--- src/rtl/spi_host_writer.sv ---
// SPI mode-0 host: serialises a valid/ready byte stream MSB first, one CS-low window per tx_last-framed transaction.
// Define SPI_HOST_READBACK_EN to capture spi_miso into rx_data_o/rx_valid_o; otherwise those outputs are tied low.
module spi_host_writer #(
  parameter int CLK_DIV = 2,
  parameter int CS_GAP  = 2
) (
  input  logic       clk_i,
  input  logic       reset_i,
  input  logic [7:0] tx_data_i,
  input  logic       tx_valid_i,
  input  logic       tx_last_i,
  output logic       tx_ready_o,
  output logic [7:0] rx_data_o,
  output logic       rx_valid_o,
  output logic       busy_o,
  output logic       spi_sclk_o,
  output logic       spi_mosi_o,
  input  logic       spi_miso_i,
  output logic       spi_cs_o
);

  localparam int DIV_W = $clog2(CLK_DIV + 1);
  localparam int GAP_W = $clog2(CS_GAP + 1);
  localparam logic [DIV_W-1:0] DIV_LOAD = DIV_W'(CLK_DIV - 1);
  localparam logic [GAP_W-1:0] GAP_LOAD = GAP_W'(CS_GAP - 1);
  localparam logic [DIV_W-1:0] DIV_ONE  = DIV_W'(1);
  localparam logic [GAP_W-1:0] GAP_ONE  = GAP_W'(1);

  typedef enum logic [2:0] {
    IDLE,
    LOW,
    HIGH,
    NEXT,
    HOLD,
    GAP
  } state_e;

  state_e           state_q, state_d;
  logic [DIV_W-1:0] divCnt_q, divCnt_d;
  logic [2:0]       bitCnt_q, bitCnt_d;
  logic [GAP_W-1:0] gapCnt_q, gapCnt_d;
  logic [7:0]       txShift_q, txShift_d;
  logic             last_q, last_d;
  logic             sclk_q, sclk_d;
  logic             cs_q, cs_d;
  logic             mosi_q, mosi_d;
  logic             busy_q, busy_d;
  logic             handshake;
  logic             byteDone;

  assign tx_ready_o = !reset_i && ((state_q == IDLE) || (state_q == NEXT));
  assign handshake  = tx_valid_i && tx_ready_o;

  // Next-state logic; every counter is reloaded when its state is entered and counts down to zero.
  always_comb begin
    state_d   = state_q;
    divCnt_d  = divCnt_q;
    bitCnt_d  = bitCnt_q;
    gapCnt_d  = gapCnt_q;
    txShift_d = txShift_q;
    last_d    = last_q;
    mosi_d    = mosi_q;
    byteDone  = 1'b0;

    case (state_q)
      IDLE, NEXT: begin
        if (handshake) begin
          state_d   = LOW;
          divCnt_d  = DIV_LOAD;
          bitCnt_d  = 3'd7;
          txShift_d = tx_data_i;
          last_d    = tx_last_i;
          mosi_d    = tx_data_i[7];
        end
      end
      LOW: begin
        if (divCnt_q == '0) begin
          state_d  = HIGH;
          divCnt_d = DIV_LOAD;
        end else begin
          divCnt_d = divCnt_q - DIV_ONE;
        end
      end
      HIGH: begin
        if (divCnt_q != '0) begin
          divCnt_d = divCnt_q - DIV_ONE;
        end else if (bitCnt_q != 3'd0) begin
          state_d   = LOW;
          divCnt_d  = DIV_LOAD;
          bitCnt_d  = bitCnt_q - 3'd1;
          txShift_d = {txShift_q[6:0], 1'b0};
          mosi_d    = txShift_q[6];
        end else begin
          byteDone = 1'b1;
          if (last_q) begin
            state_d  = HOLD;
            divCnt_d = DIV_LOAD;
          end else begin
            state_d = NEXT;
          end
        end
      end
      HOLD: begin
        if (divCnt_q == '0) begin
          state_d  = GAP;
          gapCnt_d = GAP_LOAD;
          mosi_d   = 1'b0;
        end else begin
          divCnt_d = divCnt_q - DIV_ONE;
        end
      end
      GAP: begin
        if (gapCnt_q == '0) begin
          state_d = IDLE;
        end else begin
          gapCnt_d = gapCnt_q - GAP_ONE;
        end
      end
      default: begin
        state_d = IDLE;
      end
    endcase

    sclk_d = (state_d == HIGH);
    cs_d   = (state_d == IDLE) || (state_d == GAP);
    busy_d = (state_d != IDLE);
  end

  // SPI pins are registered from the next state so they never glitch on state decode.
  always_ff @(posedge clk_i) begin
    if (reset_i) begin
      state_q   <= IDLE;
      divCnt_q  <= '0;
      bitCnt_q  <= 3'd0;
      gapCnt_q  <= '0;
      txShift_q <= 8'h00;
      last_q    <= 1'b0;
      sclk_q    <= 1'b0;
      cs_q      <= 1'b1;
      mosi_q    <= 1'b0;
      busy_q    <= 1'b0;
    end else begin
      state_q   <= state_d;
      divCnt_q  <= divCnt_d;
      bitCnt_q  <= bitCnt_d;
      gapCnt_q  <= gapCnt_d;
      txShift_q <= txShift_d;
      last_q    <= last_d;
      sclk_q    <= sclk_d;
      cs_q      <= cs_d;
      mosi_q    <= mosi_d;
      busy_q    <= busy_d;
    end
  end

  assign spi_sclk_o = sclk_q;
  assign spi_cs_o   = cs_q;
  assign spi_mosi_o = mosi_q;
  assign busy_o     = busy_q;

`ifdef SPI_HOST_READBACK_EN
  logic [7:0] rxShift_q, rxShift_d;
  logic [7:0] rxData_q;
  logic       rxValid_q;
  logic       firstHigh;

  // MISO is taken once per bit, in the first HIGH cycle; with CLK_DIV=1 that is also the byte's last cycle.
  assign firstHigh = (state_q == HIGH) && (divCnt_q == DIV_LOAD);

  always_comb begin
    rxShift_d = rxShift_q;
    if (firstHigh) begin
      rxShift_d = {rxShift_q[6:0], spi_miso_i};
    end
  end

  always_ff @(posedge clk_i) begin
    if (reset_i) begin
      rxShift_q <= 8'h00;
      rxData_q  <= 8'h00;
      rxValid_q <= 1'b0;
    end else begin
      rxShift_q <= rxShift_d;
      rxValid_q <= byteDone;
      if (byteDone) begin
        rxData_q <= rxShift_d;
      end
    end
  end

  assign rx_data_o  = rxData_q;
  assign rx_valid_o = rxValid_q;
`else
  logic unusedReadback;

  assign unusedReadback = spi_miso_i ^ byteDone;
  assign rx_data_o      = 8'h00;
  assign rx_valid_o     = 1'b0;
`endif

endmodule

--- config.mk ---
export PLATFORM = sky130hd
export DESIGN_NAME = spi_host_writer
export DESIGN_NICKNAME = d
export VERILOG_FILES = /design/src/rtl/spi_host_writer.sv
export SDC_FILE = /design/constraint.sdc
export NUM_CORES = 1
export LEC_CHECK = 0
export ABC_AREA = 1
export BUFFER_PORTS_ARGS = -buffer_cell sky130_fd_sc_hd__clkbuf_2
export CELL_PAD_IN_SITES_DETAIL_PLACEMENT = 0
export CELL_PAD_IN_SITES_GLOBAL_PLACEMENT = 1
export CORE_MARGIN = 2
export CORE_UTILIZATION = 41
export DETAILED_ROUTE_END_ITERATION = 12
export PLACE_DENSITY = 0.86
export SLEW_MARGIN = 20
export SYNTH_ARGS = -nofsm -noshare
export SYNTH_HDL_FRONTEND = slang
export SYNTH_SLANG_ARGS = --single-unit
--- constraint.sdc ---
create_clock -name clk_i -period 2.81 [get_ports clk_i]
set_input_delay 0.562 -clock clk_i [delete_from_list [all_inputs] [get_ports clk_i]]
set_output_delay 0.562 -clock clk_i [all_outputs]
set_load 0.03 [all_outputs]
==> results by group, run 1 <==
Yosys
  • Post-Synth Simple-Gate Area: 33.95%
  • Synth area leader: dfxtp_1
  • Syn avg cell area: 6.667 um^2
  • Synthesized cell area: 1360 um^2
  • Synthesized flop and latch total: 22
  • Top post-synthesis cells by area: dfxtp_1, nand2_1, nor2_1, inv_1, buf_4
  • Multiplexer share of the synthesized area: 0%
  • XOR/XNOR Fraction of Synth Area: 0.6440%
  • Area share of fa/ha/maj cells after synthesis: 4.600%
  • Synth unique cells: 28
  • Ys Warns: 0
  • Gate Count Post-Synth: 204
  • Combinational family with the most area after synthesis: simple AND/OR/NAND/NOR gates
  • Synth top area share: 32.38%
  • Post-synthesis compound-gate area fraction: 11.50%
  • Register area share after synthesis: 32.38%

Die
  • IO Count: 27
  • Die area: 3794 um^2
  • Initial Utilization: 43.83%
  • FP Rows: 20
  • Die boundary height: 61.60 um
  • Chip Width: 61.60 um
  • Core Area: 3103 um^2

STA
  • WHS: 0.4314 ns
  • Final hold violation count: 0
  • # setup viols final: 0
  • Post-route minimum period: 2.053 ns
  • Clock Skews: 0.008549 ns
  • Crit share post-route: 73.07%
  • Pins Over Slew Limit: 0
  • Final TNS setup: 0 ns
  • Peak Freq: 487.0 MHz
  • RSZ-0062 raised after global routing: no

Critical path
  • Crit path DAT: 1.49 ns
  • Top cell family by delay on the critical path: flip-flops
  • Crit path cell chain: inv_1 > nand2_1 > nand3_1 > nor2_1 > clkbuf_2
  • CP max FO: 8
  • Crit start category: flop
  • WP data required: 2.25 ns
  • Crit path largest cell delay: 0.49 ns
  • CP max-delay cell: dfxtp_1
  • Buf+Inv Stages, Crit Path: 2
  • Crit path kind: flop to output pin
  • CP Capture Type: output pin

Route
  • Vias per Instance: 4.423
  • DRC: 0
  • WL final: 2421 um
  • Number of DRC markers in iteration 0: 49
  • Vias post-DR: 1,150
  • Per-cell routed wire length: 9.312 um
  • Pre-antenna DRT Iters: 4
  • DRT antenna net count: 0

Power
  • Worst VDD drop: 0.3453 mV
  • Total power: 855.4 uW
  • Pwr/cell area: 590.4 nW/um^2
  • LEAKAGE: 0.7353 nW

GRT
  • Initial antenna violation count: 0
  • Gr ovfl total: 0
  • First-pass GRT wire length: 4174 um
  • Number of global-route vias before repair: 969
  • Pin count of the biggest net entering global routing: 21
  • Total GRT Usage: 14.76%

Clocking
  • Clock sinks: 22
  • Worst-Skew Late Latency: 0.31 ns
  • Num CTS Buffers: 3
  • Clk pin slew, worst setup/hold paths: 0.13 ns
  • CTS tree: built
  • CTS Hold Bufs: 0
  • CTS HTree Levels: 1
  • Resized Gates After CTS: 0
  • CTS root buf: clkbuf_4
  • # Post-CTS Setup Buffers: 0
  • Clock Path Buffers: 2

Layout
  • Fillers: 351
  • Post-Layout Cell Count: 260
  • Commonest non-fill, non-tap cell in the layout: nand2_1
  • Final #Nets: 235
  • Most frequent cells in the layout: nand2_1, nor2_1, inv_1
  • Area growth syn-to-layout: 6.532%
  • Layout cells sized above 1: 14.81%
  • ANT cells: 0
  • Fin util: 46.69%

Run
  • Max cap viols: 0

Placement
  • RD Place Congestion: 0.8478
  • Detailed Place HPWL: 1776 um
  • Placed Cells: 256
  • Port buffer count: 16

Min path
  • HP Class: flop to flop

Status
  • Status: finished clean
==> synthesized netlist by cell type (all sizes together) <==
cell type and n:
conb 1, nand3 15, a21oi 10, clkbuf 2
nor3 3, ha 5, dfxtp 22, o31ai 2
nor2 30, o21ai 13, nand2 56, or2 1
nand4 2, o211ai 1, xnor2 1, inv 26
buf 14
==> routing by layer <==
metal | vias up | share of wire [%] | global-route usage (%)
li1 | 640 | - | -
met1 | 477 | 54 | 21.56
met2 | 31 | 41 | 21.65
met3 | 2 | 5.0 | 4.412
met4 | 0 | 0.74 | 2.736
met5 | - | 0 | 0
==> sequential cells by signal, summed over array words and instances, names as in the netlist, 2 cells and up <==
signal	flops
gapCnt_q	2
bitCnt_q	3
divCnt_q	2
state_q	3
txShift_q	7
==> worst reg2reg max path: cells and delay by family (launching register included) <==
family                 cells  cell delay, ns
DFF                        1            0.41
buffers and inverters      1            0.13
AOI/OAI and AO/OA          2            0.44
and+or+nand+nor            3            0.73
==> kinds of logic after synthesis <==
group | Yosys count
buffers and inverters | 42
AO/OA/AOI/OAI | 26
adder cells (fa/ha/maj) | 5
other | 1
XOR/XNOR | 1
flip-flops | 22
AND/OR/NAND/NOR | 107
==> final cells by class <==
type                    instances  area (um^2)  area share (%)
inverters                      26        97.59           6.736
multi-input cells             148        723.2           49.91
clock inverters                 1        30.03           2.073
well taps                      44        55.05           3.800
repair buffers                 16        80.08           5.527
clock buffers                   3        22.52           1.554
flip-flops and latches         22        440.4           30.40
==> worst paths after layout <==
| kind | startpoint | cells after the start | endpoint | slack (ns) |
|---|---|---|---|---|
| worst min-delay path | bitCnt_q[0] | 1 | bitCnt_q[0] | 0.43 |
| worst max register to register | state_q[0] | 6 | bitCnt_q[1] | 1.00 |
| worst min register to register | bitCnt_q[0] | 1 | bitCnt_q[0] | 0.43 |
| worst max-delay path | state_q[0] | 5 | tx_ready_o | 0.76 |
==> stage by stage <==
step           instance area (um^2)  setup slack (ns)
2_1_floorplan                  1390             1.023
3_3_place_gp                   1396            0.8235
3_5_place_dp                   1396            0.8220
4_1_cts                        1449            0.7506
5_1_grt                        1449            0.6421
6_report                       1449            0.7566
==> power by group <==
part | internal (mW) | switching [mW]
sequential | 0.348 | 0.0181
combinational | 0.0789 | 0.169
clock | 0.144 | 0.0967
(Power assumes the default switching activity.)
==> run 2, diff against run 1 <==
Settings changed: CORE_UTILIZATION 41 to 38, PLACE_DENSITY 0.86 to 0.81.
Clock period 2.81 ns to 2.1 ns, I/O delays scaled along.
==> run 2 against run 1 <==
Critical path depth is the same. Worst setup slack lost 0.58 ns. Flip-flop and latch count is the same. Total power grew 24%. Combinational power grew 35%. First-iteration DRC count shrank 8.2%. Final cell count grew 1.5%. Non-clock buffer count grew 2. Count of clock-buffer cells in the layout grew 1. Clock power shrank 2%. Routed wire length grew 6.6%. Core utilization shrank 3.9 points. Largest cell class unchanged.
==> results by group, run 2 (synthesized netlist as in run 1, its figures left out) <==
Clocking
  • # Post-CTS Setup Buffers: 0
  • Clock Path Buffers: 2
  • CTS root buf: clkbuf_4
  • Num CTS Buffers: 3
  • CTS tree: built
  • Clock sinks: 22
  • Resized Gates After CTS: 0
  • Worst-Skew Late Latency: 0.30 ns
  • Clk pin slew, worst setup/hold paths: 0.13 ns
  • CTS HTree Levels: 1
  • CTS Hold Bufs: 0

Critical path
  • Crit path kind: flop to output pin
  • CP Capture Type: output pin
  • CP max FO: 8
  • Crit path DAT: 1.50 ns
  • Crit start category: flop
  • Reg2reg start: divCnt_q[0]
  • R2R depth: 10
  • WP data required: 1.68 ns
  • Worst Setup SP: state_q[0]

GRT
  • Initial antenna violation count: 0
  • Gr ovfl total: 0
  • Total GRT Usage: 13.60%
  • Number of global-route vias before repair: 1,039
  • Pin count of the biggest net entering global routing: 17
  • First-pass GRT wire length: 4512 um

Route
  • Pre-antenna DRT Iters: 5
  • Vias post-DR: 1,181
  • Per-cell routed wire length: 9.777 um
  • Number of DRC markers in iteration 0: 45
  • DRC: 0
  • DRT antenna net count: 0
  • WL final: 2581 um
  • Vias per Instance: 4.473

Die
  • Chip Width: 63.83 um
  • Initial Utilization: 40.13%
  • FP Rows: 21
  • Die area: 4074 um^2
  • Die boundary height: 63.83 um
  • IO Count: 27
  • Core Area: 3390 um^2

STA
  • Peak Freq: 520.4 MHz
  • # setup viols final: 0
  • RSZ-0062 raised after global routing: no
  • Clock Skews: 0.001252 ns
  • Post-route minimum period: 1.922 ns
  • Crit share post-route: 91.51%
  • Pins Over Slew Limit: 0
  • Final hold violation count: 0
  • Final TNS setup: 0 ns

Power
  • Total power: 1.064 mW
  • Pwr/cell area: 733.9 nW/um^2
  • LEAKAGE: 0.7374 nW
  • Worst VDD drop: 0.2980 mV

Min path
  • Hold wc startpoint: tx_data_i[0]
  • WHS Path Cells: 3
  • HP Class: input port to flop

Layout
  • Most frequent cells in the layout: nand2_1, nor2_1, inv_1
  • Largest registers: txShift_q x7, bitCnt_q x3, state_q x3
  • Fillers: 377
  • Final #Nets: 237
  • Max reg flops: 7
  • Top reg by flops: txShift_q
  • Area growth syn-to-layout: 6.624%
  • ANT cells: 0
  • Commonest non-fill, non-tap cell in the layout: nand2_1
  • Layout cells sized above 1: 15.60%

Placement
  • Port buffer count: 16
  • RD Place Congestion: 0.8322
  • Detailed Place HPWL: 1928 um

Run
  • Max cap viols: 0

Status
  • Status: finished clean
run 2: changes by cell type in the layout (fill, tap and decap cells not counted), sizes merged:
| cell | before | now |
|---|---|---|
| bufinv | 1 | 0 |
| buf | 0 | 2 |
| clkbuf | 19 | 20 |
run 2: metrics by stage:
| stage | cells | hold WS, ns | setup WS [ns] | cell area, um^2 | util, % |
|---|---|---|---|---|---|
| after floorplan | 212 | 0.4028 | 0.5930 | 1390 | - |
| after global placement | 260 | 0.4136 | 0.4056 | 1414 | 41.71 |
| after detailed placement | 260 | 0.4216 | 0.3937 | 1414 | 41.71 |
| after CTS | 264 | 0.3264 | 0.1868 | 1450 | 42.78 |
| after global routing | 264 | 0.3528 | 0.05705 | 1450 | 42.78 |
| final | 264 | 0.3455 | 0.1783 | 1450 | 42.78 |
run 2: path summary, 6_finish.rpt:
check / to / slack [ns]
worst min register to register: bitCnt_q[0] / 0.43
worst max register to register: spi_cs_o / 0.37
worst max-delay path: tx_ready_o / 0.18
worst min-delay path: txShift_q[0] / 0.35
run 2: layer usage:
metal  GRT usage [%]  wire, um
met4           6.250        27
met5               0         0
met1           19.18      1411
met2           20.70      1044
met3           1.408        98
run 2: layout make-up:
cell class              instances  area [um^2]  share of cell area (%)
multi-input cells             148        723.2                   49.87
flip-flops and latches         22        440.4                   30.37
inverters                      26        97.59                   6.730
repair buffers                 18        95.09                   6.557
well taps                      46        57.56                   3.969
clock buffers                   4        36.28                   2.502
run 2: power breakdown:
part / leakage [nW] / switching, mW / internal (mW)
Clock: 0.0210 / 0.131 / 0.106
Sequential: 0.181 / 0.0255 / 0.466
Combinational: 0.535 / 0.228 / 0.108
run 2: critical path, cell delays in order (launching register included):
cell      delay [ns]
dfxtp_1         0.50
inv_1           0.13
nand2_1         0.08
nand3_1         0.12
nor2_1          0.15
clkbuf_2        0.23
